**src/rtl/firebird7_in_gate1_tessent_tdr_w3_ctl.sv**
```systemverilog
// IJTAG TDR for the gate1 instrument data mux: shift/update pair producing the
// mux select and data word, with functional or readback capture onto the scan path.
module firebird7_in_gate1_tessent_tdr_w3_ctl #(
    parameter int unsigned              DATA_WIDTH   = 3,
    parameter logic [DATA_WIDTH-1:0]    RESET_DATA   = '0,
    parameter logic                     RESET_SELECT = 1'b0,
    parameter logic                     CAPTURE_SRC  = 1'b0
) (
    input  logic                  ijtag_tck,
    input  logic                  ijtag_reset,
    input  logic                  ijtag_sel,
    input  logic                  ijtag_ce,
    input  logic                  ijtag_se,
    input  logic                  ijtag_ue,
    input  logic                  ijtag_si,
    output logic                  ijtag_so,
    input  logic [DATA_WIDTH-1:0] functional_data_in,
    output logic                  ijtag_select,
    output logic [DATA_WIDTH-1:0] ijtag_data_out
);

    localparam int unsigned SCAN_LEN = DATA_WIDTH + 1;

    // Bit DATA_WIDTH of both registers is the mux select; the low bits are data.
    logic [SCAN_LEN-1:0]   sr_q, sr_d;
    logic [SCAN_LEN-1:0]   ur_q, ur_d;
    logic [DATA_WIDTH-1:0] capture_data;

    always_comb begin
        // NOTE: every variable gets a default first so no path leaves it unassigned and infers a latch.
        sr_d         = sr_q;
        ur_d         = ur_q;
        capture_data = CAPTURE_SRC ? ur_q[DATA_WIDTH-1:0] : functional_data_in;

        // Capture beats shift beats update; a deselected segment holds everything.
        if (ijtag_sel) begin
            if (ijtag_ce) begin
                sr_d = {ur_q[DATA_WIDTH], capture_data};
            end else if (ijtag_se) begin
                sr_d = {ijtag_si, sr_q[SCAN_LEN-1:1]};
            end else if (ijtag_ue) begin
                ur_d = sr_q;
            end
        end
    end

    always_ff @(posedge ijtag_tck) begin
        // NOTE: non-blocking assignments so every flop samples pre-edge values regardless of statement order.
        if (ijtag_reset) begin
            sr_q <= '0;
            ur_q <= {RESET_SELECT, RESET_DATA};
        end else begin
            sr_q <= sr_d;
            ur_q <= ur_d;
        end
    end

    // Outputs come straight from the update flops, so they stay quiet while shifting.
    assign ijtag_so       = sr_q[0];
    assign ijtag_select   = ur_q[DATA_WIDTH];
    assign ijtag_data_out = ur_q[DATA_WIDTH-1:0];

endmodule
```
**config.mk**
```make
export PLATFORM = sky130hd
export DESIGN_NAME = firebird7_in_gate1_tessent_tdr_w3_ctl
export DESIGN_NICKNAME = d
export VERILOG_FILES = /design/src/rtl/firebird7_in_gate1_tessent_tdr_w3_ctl.sv
export SDC_FILE = /design/constraint.sdc
export NUM_CORES = 1
export LEC_CHECK = 0
export CORE_AREA = 5 5 42 44
export DETAILED_ROUTE_END_ITERATION = 12
export DIE_AREA = 0 0 47 49
export MAX_ROUTING_LAYER = met4
export PLACE_DENSITY = 0.62
export REMOVE_ABC_BUFFERS = 1
export SETUP_SLACK_MARGIN = 0.4
export SYNTH_ARGS = -nofsm -noshare
export SYNTH_HDL_FRONTEND = slang
export SYNTH_SLANG_ARGS = --single-unit
```
**constraint.sdc**
```tcl
create_clock -name ijtag_tck -period 1.41 [get_ports ijtag_tck]
set_input_delay 0.2115 -clock ijtag_tck [delete_from_list [all_inputs] [get_ports ijtag_tck]]
set_output_delay 0.2115 -clock ijtag_tck [all_outputs]
set_load 0.1 [all_outputs]
```
==> metrics.txt <==
FILL cells 153; number of max-cap violations 0; final hold vios 0; synth unique cells 9; Leakage 0.227 nW; Slew Limit Fails 0; first-pass iteration count of the detailed router 2; Routed WL 768 µm; Power per Cell Area 899 nW/µm²; post-route setup slack 0.408 ns; DR iter-0 viols 3; # setup viols final 0; fin cells 65; setup TNS 0 ns; remaining antenna violation count after routing 0; CTS tree done; CTS sink count 8; crit-path max cell delay 0.36 ns; post-synthesis register bit count 8; Arrival @ worst endpoint 0.79 ns; Design Area, Final 578 µm²; DP Worst Slack -0.0184 ns; Clock Skew 0.00460 ns; family with the most delay on the worst path flip-flops; Vias/cell 4.60; post-synthesis xor/xnor area fraction 0; Area Growth Syn to Fin 69.9%; Initial Utilization 0.243; Final GP Congestion 0.596; Synth Area in Adders 0; Stages on worst setup path 1; worst-margin pin slew 0.285 ns; DIE WIDTH 47 µm; Synth Instances 33; CP endpoint kind primary output; most frequent cells in the layout mux2i_1 (8), nor2_1 (8), clkdlybuf4s50_1 (5), buf_12 (5); CTS Hold Bufs 0; register clock-pin slew on the reported worst setup and hold paths 0.05 ns; simple-gate share of the synthesized area 0.125; placed cell areas 538 µm²; Fmax 998 MHz; layout cells sized above 1 0.347; RSZ-0062 raised after global routing true; Slowest cell on crit path dfxtp_2; post-synthesis mux area share 0.235; FP Rows 14; Worst Path Max Fanout 2; DRC violations left 0; PortBufs 14; die area 2300 µm²; crit path launch type flop; Final #Nets 61; Max-slew headroom 0.809; Synth Warn # 0; grt ovf 0; Final min period 1.00 ns; synthesized area 340 µm²; Compound-Gate Fraction of Synth Area 0.110; Hold Crit Depth 3; ant diodes 0; Num CTS Buffers 3; antenna violations before repair 0; r2r worst-path depth 3; routed via count 299; clock root cell clkbuf_4; Crit Path Category reg -> out; gr usage total 0.0825; core area 1400 µm²; vias in the first global route 323; outcome finished clean; die height 49 µm; Crit path required time 1.20 ns; Placed Cells incl. Taps 61; largest net degree at the start of global routing 9; worst path buffer plus inverter count 1; mean post-synth cell area 10.3 µm²; WL/cell 11.8 µm; first-pass GRT wire length 1330 µm; register area share after synthesis 0.471; CP Cell Sequence buf_12; largest family of logic cells by synthesized area multiplexers; final core occ 0.413; Max H-tree Level 1; Max Buffers Root-to-Sink 2; # IOs 15; peak supply drop 0.329 mV; Worst Hold Class in -> reg; Skew-Pair Late Insertion Delay 0.25 ns; Final Cycle Share 0.711
[what timing repair did]
action | in CTS | in global routing
buffers inserted | 1 | 0
setup endpoints to repair | 13 | 7
gates resized for setup | 12 | 1
pin swaps | 1 | 2
[cells by family (layout without fill, tap and decap cells)]
logic type / Yosys count / count (layout)
AO/OA/AOI/OAI: 5 / 5
buffers and inverters: 3 / 19
flip-flops: 8 / 8
multiplexers: 8 / 8
AND/OR/NAND/NOR: 9 / 9
[registers in the layout (all words and copies together) (netlist names)]
signal and flops:
ur_q 4, sr_q 4
[synth_stat cells, drive strengths merged]
library cell	number	area, µm²
dfxtp	8	160
mux2i	8	80.1
nor2	8	30.0
a211oi	4	30.0
buf	2	15.0
and4bb	1	12.5
clkbuf	1	5.00
o21a	1	7.51
[area by class of cell]
class / instances / area [µm²] / share of cell area
Timing Repair Buffer: 16 / 201 / 0.348
Sequential cell: 8 / 169 / 0.292
Multi-Input combinational cell: 22 / 165 / 0.286
Clock buffer: 3 / 22.5 / 0.0390
Tap cell: 16 / 20.0 / 0.0346
[stage by stage]
| stage | power [W] | hold slack (ns) |
|---|---|---|
| 6_report | 0.000520 | 0.474 |
| 5_1_grt | 0.000543 | 0.518 |
| 4_1_cts | 0.000529 | 0.509 |
| 3_5_place_dp | 0.000353 | 0.514 |
| 3_3_place_gp | 0.000352 | 0.509 |
| 2_1_floorplan | 0.000298 | 0.284 |
[where the power goes]
| group | switching [W] | total [W] | internal, W |
|---|---|---|---|
| clock network | 0.0000758 | 0.000173 | 0.0000973 |
| registers | 0.00000857 | 0.000244 | 0.000235 |
| logic | 0.0000508 | 0.000103 | 0.0000520 |
[routing by layer]
metal	track usage	routed length (µm)
met5	-	0
met3	0.0332	68
met1	0.0887	312
met4	0.0553	21
met2	0.120	366
[final timing paths]
path | start | to | slack, ns
worst max-delay path | ur_q[1] | ijtag_data_out[1] | 0.41
worst min-delay path | ijtag_se | sr_q[0] | 0.47
worst max register to register | sr_q[0] | sr_q[0] | 0.64
worst min register to register | sr_q[1] | sr_q[1] | 0.52
Power figures use the tool's default switching activity.
==> edit, RTL diff (same settings) <==
Change the parameter `DATA_WIDTH` from 3 to 5.
--- a/src/rtl/firebird7_in_gate1_tessent_tdr_w3_ctl.sv
+++ b/src/rtl/firebird7_in_gate1_tessent_tdr_w3_ctl.sv
@@ -3,3 +3,3 @@
 module firebird7_in_gate1_tessent_tdr_w3_ctl #(
-    parameter int unsigned              DATA_WIDTH   = 3,
+    parameter int unsigned              DATA_WIDTH   = 5,
     parameter logic [DATA_WIDTH-1:0]    RESET_DATA   = '0,
Ports: changed (resized functional_data_in and ijtag_data_out); port bits go from 15 to 19. The function was not compared with the original's and may differ.
==> edit against the original RTL <==
  * Combinational power rose by 42%
  * Routed wire length rose by 34%
  * Setup slack got worse by 0.013 ns
  * Final area rose by 44%
  * Synthesized area rose by 52%
  * Sequential cell count rose by 4
  * Clock power rose by 17%
  * Count of clock-buffer cells in the layout did not move
  * Total power rose by 37%
  * Fmax fell by 1.3%
  * Critical path depth did not move
  * Via count rose by 43%
  * Critical path type unchanged
  * Largest cell class unchanged
  * Highest routed layer unchanged
==> edit: results (changes against the original RTL) <==
Layout Nets = 85 (was 61)
yosys warns = 0 (unchanged)
Slowest-stage cell, CP = dfxtp_4 (was dfxtp_2)
Largest regs = sr_q: 6 flops, ur_q: 6 flops (was sr_q: 4 flops, ur_q: 4 flops)
WL final = 1030 µm (was 768 µm)
Filler cells = 129 (was 153)
clk sink count = 12 (was 8)
layout cell share with drive strength beyond 1 = 0.380 (was 0.347)
Area Overhead vs Synth = 60.8% (was 69.9%)
Non-clock buffers, area share = 0.351 (was 0.348)
P_sw = 0.185 mW (was 0.135 mW)
Leak = 0.339 nW (was 0.227 nW)
crit-path max FO = 3 (was 2)
Multi-In Gates = 32 (was 22)
final clock skew = 0.00284 ns (was 0.00460 ns)
largest net degree at the start of global routing = 13 (was 9)
WL per Instance = 11.8 µm (about the same)
seq pwr = 0.364 mW (was 0.244 mW)
Peak VDD IR = 0.000538 V (was 0.000329 V)
ranking of synthesized cells by area = dfxtp_1 46%, mux2i_1 23%, a211oi_1 8.7%, nor2_1 8.7%, nor4bb_4 4.8% (was dfxtp_1 47%, mux2i_1 24%, a211oi_1 8.8%, nor2_1 8.8%, and4bb_2 3.7%)
via count = 429 (was 299)
area of the multi-input gates = 243 µm² (was 165 µm²)
commonest cells in the netlist = 12 x dfxtp_1, 12 x mux2i_1, 12 x nor2_1 (was 8 x dfxtp_1, 8 x mux2i_1, 8 x nor2_1)
met3 WL = 78 µm (was 68 µm)
bufs w/o clock = 24 (was 16)
# port buffers = 18 (was 14)
dpl cells = 83 (was 61)
first-pass GRT wire length = 1750 µm (was 1330 µm)
Post-Route M1 WL = 469 µm (was 312 µm)
Clock Path Buffers = 2 (unchanged)
sequential share of cell area = 0.306 (was 0.292)
worst skew pair latency = 0.27 ns (was 0.25 ns)
gpl congestion = 0.655 (was 0.596)
Cells after Synth = 48 (was 33)
post-synthesis mux area share = 0.232 (was 0.235)
GR Util met1 = 0.140 (was 0.0887)
met2 wire len = 468 µm (was 366 µm)
Total GRT Usage = 0.108 (was 0.0825)
clock-net power = 0.202 mW (was 0.173 mW)
Clk pin slew, worst setup/hold paths = 0.07 ns (was 0.05 ns)
drt pass-1 iters = 3 (was 2)
Final Util = 0.593 (was 0.413)
Compound-Gate Fraction of Synth Area = 0.102 (was 0.110)
Slew headroom = 0.703 (was 0.809)
Critical Path Source = ur_q[5]$_SDFFE_PP0P_ (was ur_q[1]$_SDFFE_PP0P_)
Cell Area, Placed = 803 µm² (was 538 µm²)
capture point of the worst path = ijtag_select (was ijtag_data_out[1])
outcome = complete, no violations (unchanged)
PwrDens = 856 nW/µm² (was 899 nW/µm²)
hold depth = 4 (was 3)
Post-Synth Adder-Cell Area = 0 (unchanged)
met2 GRT Util = 0.140 (was 0.120)
-- edit: changes by cell type in the layout (fill, tap and decap cells not counted), moves of 2 or more --
| cell | delta |
|---|---|
| mux2i_1 | +4 |
| clkbuf_2 | +2 |
| a211oi_1 | +2 |
| dfxtp_1 | +2 |
| buf_4 | +3 |
| buf_12 | +3 |
| clkdlybuf4s50_1 | +2 |
| dlygate4sd2_1 | -2 |
| nor2_1 | +4 |
-- edit: timing repair --
item | in CTS | in global routing
endpoints found under the setup margin | 19 | 13
gates resized for setup | 15 | 5
pin swaps | 1 | 1
buffers inserted | 1 | 0
cloned | 0 | 0
-- edit: stage by stage --
stage / TNS (ns) / power, mW / worst slack, ns / hold WS [ns]
finish: 0 / 0.711 / 0.395 / 0.452
CTS: 0 / 0.722 / 0.384 / 0.520
global route: 0 / 0.751 / 0.358 / 0.481
global placement: -1.54 / 0.522 / -0.148 / 0.506
floorplan: -0.0108 / 0.440 / -0.0108 / 0.284
detailed placement: -1.81 / 0.523 / -0.168 / 0.510
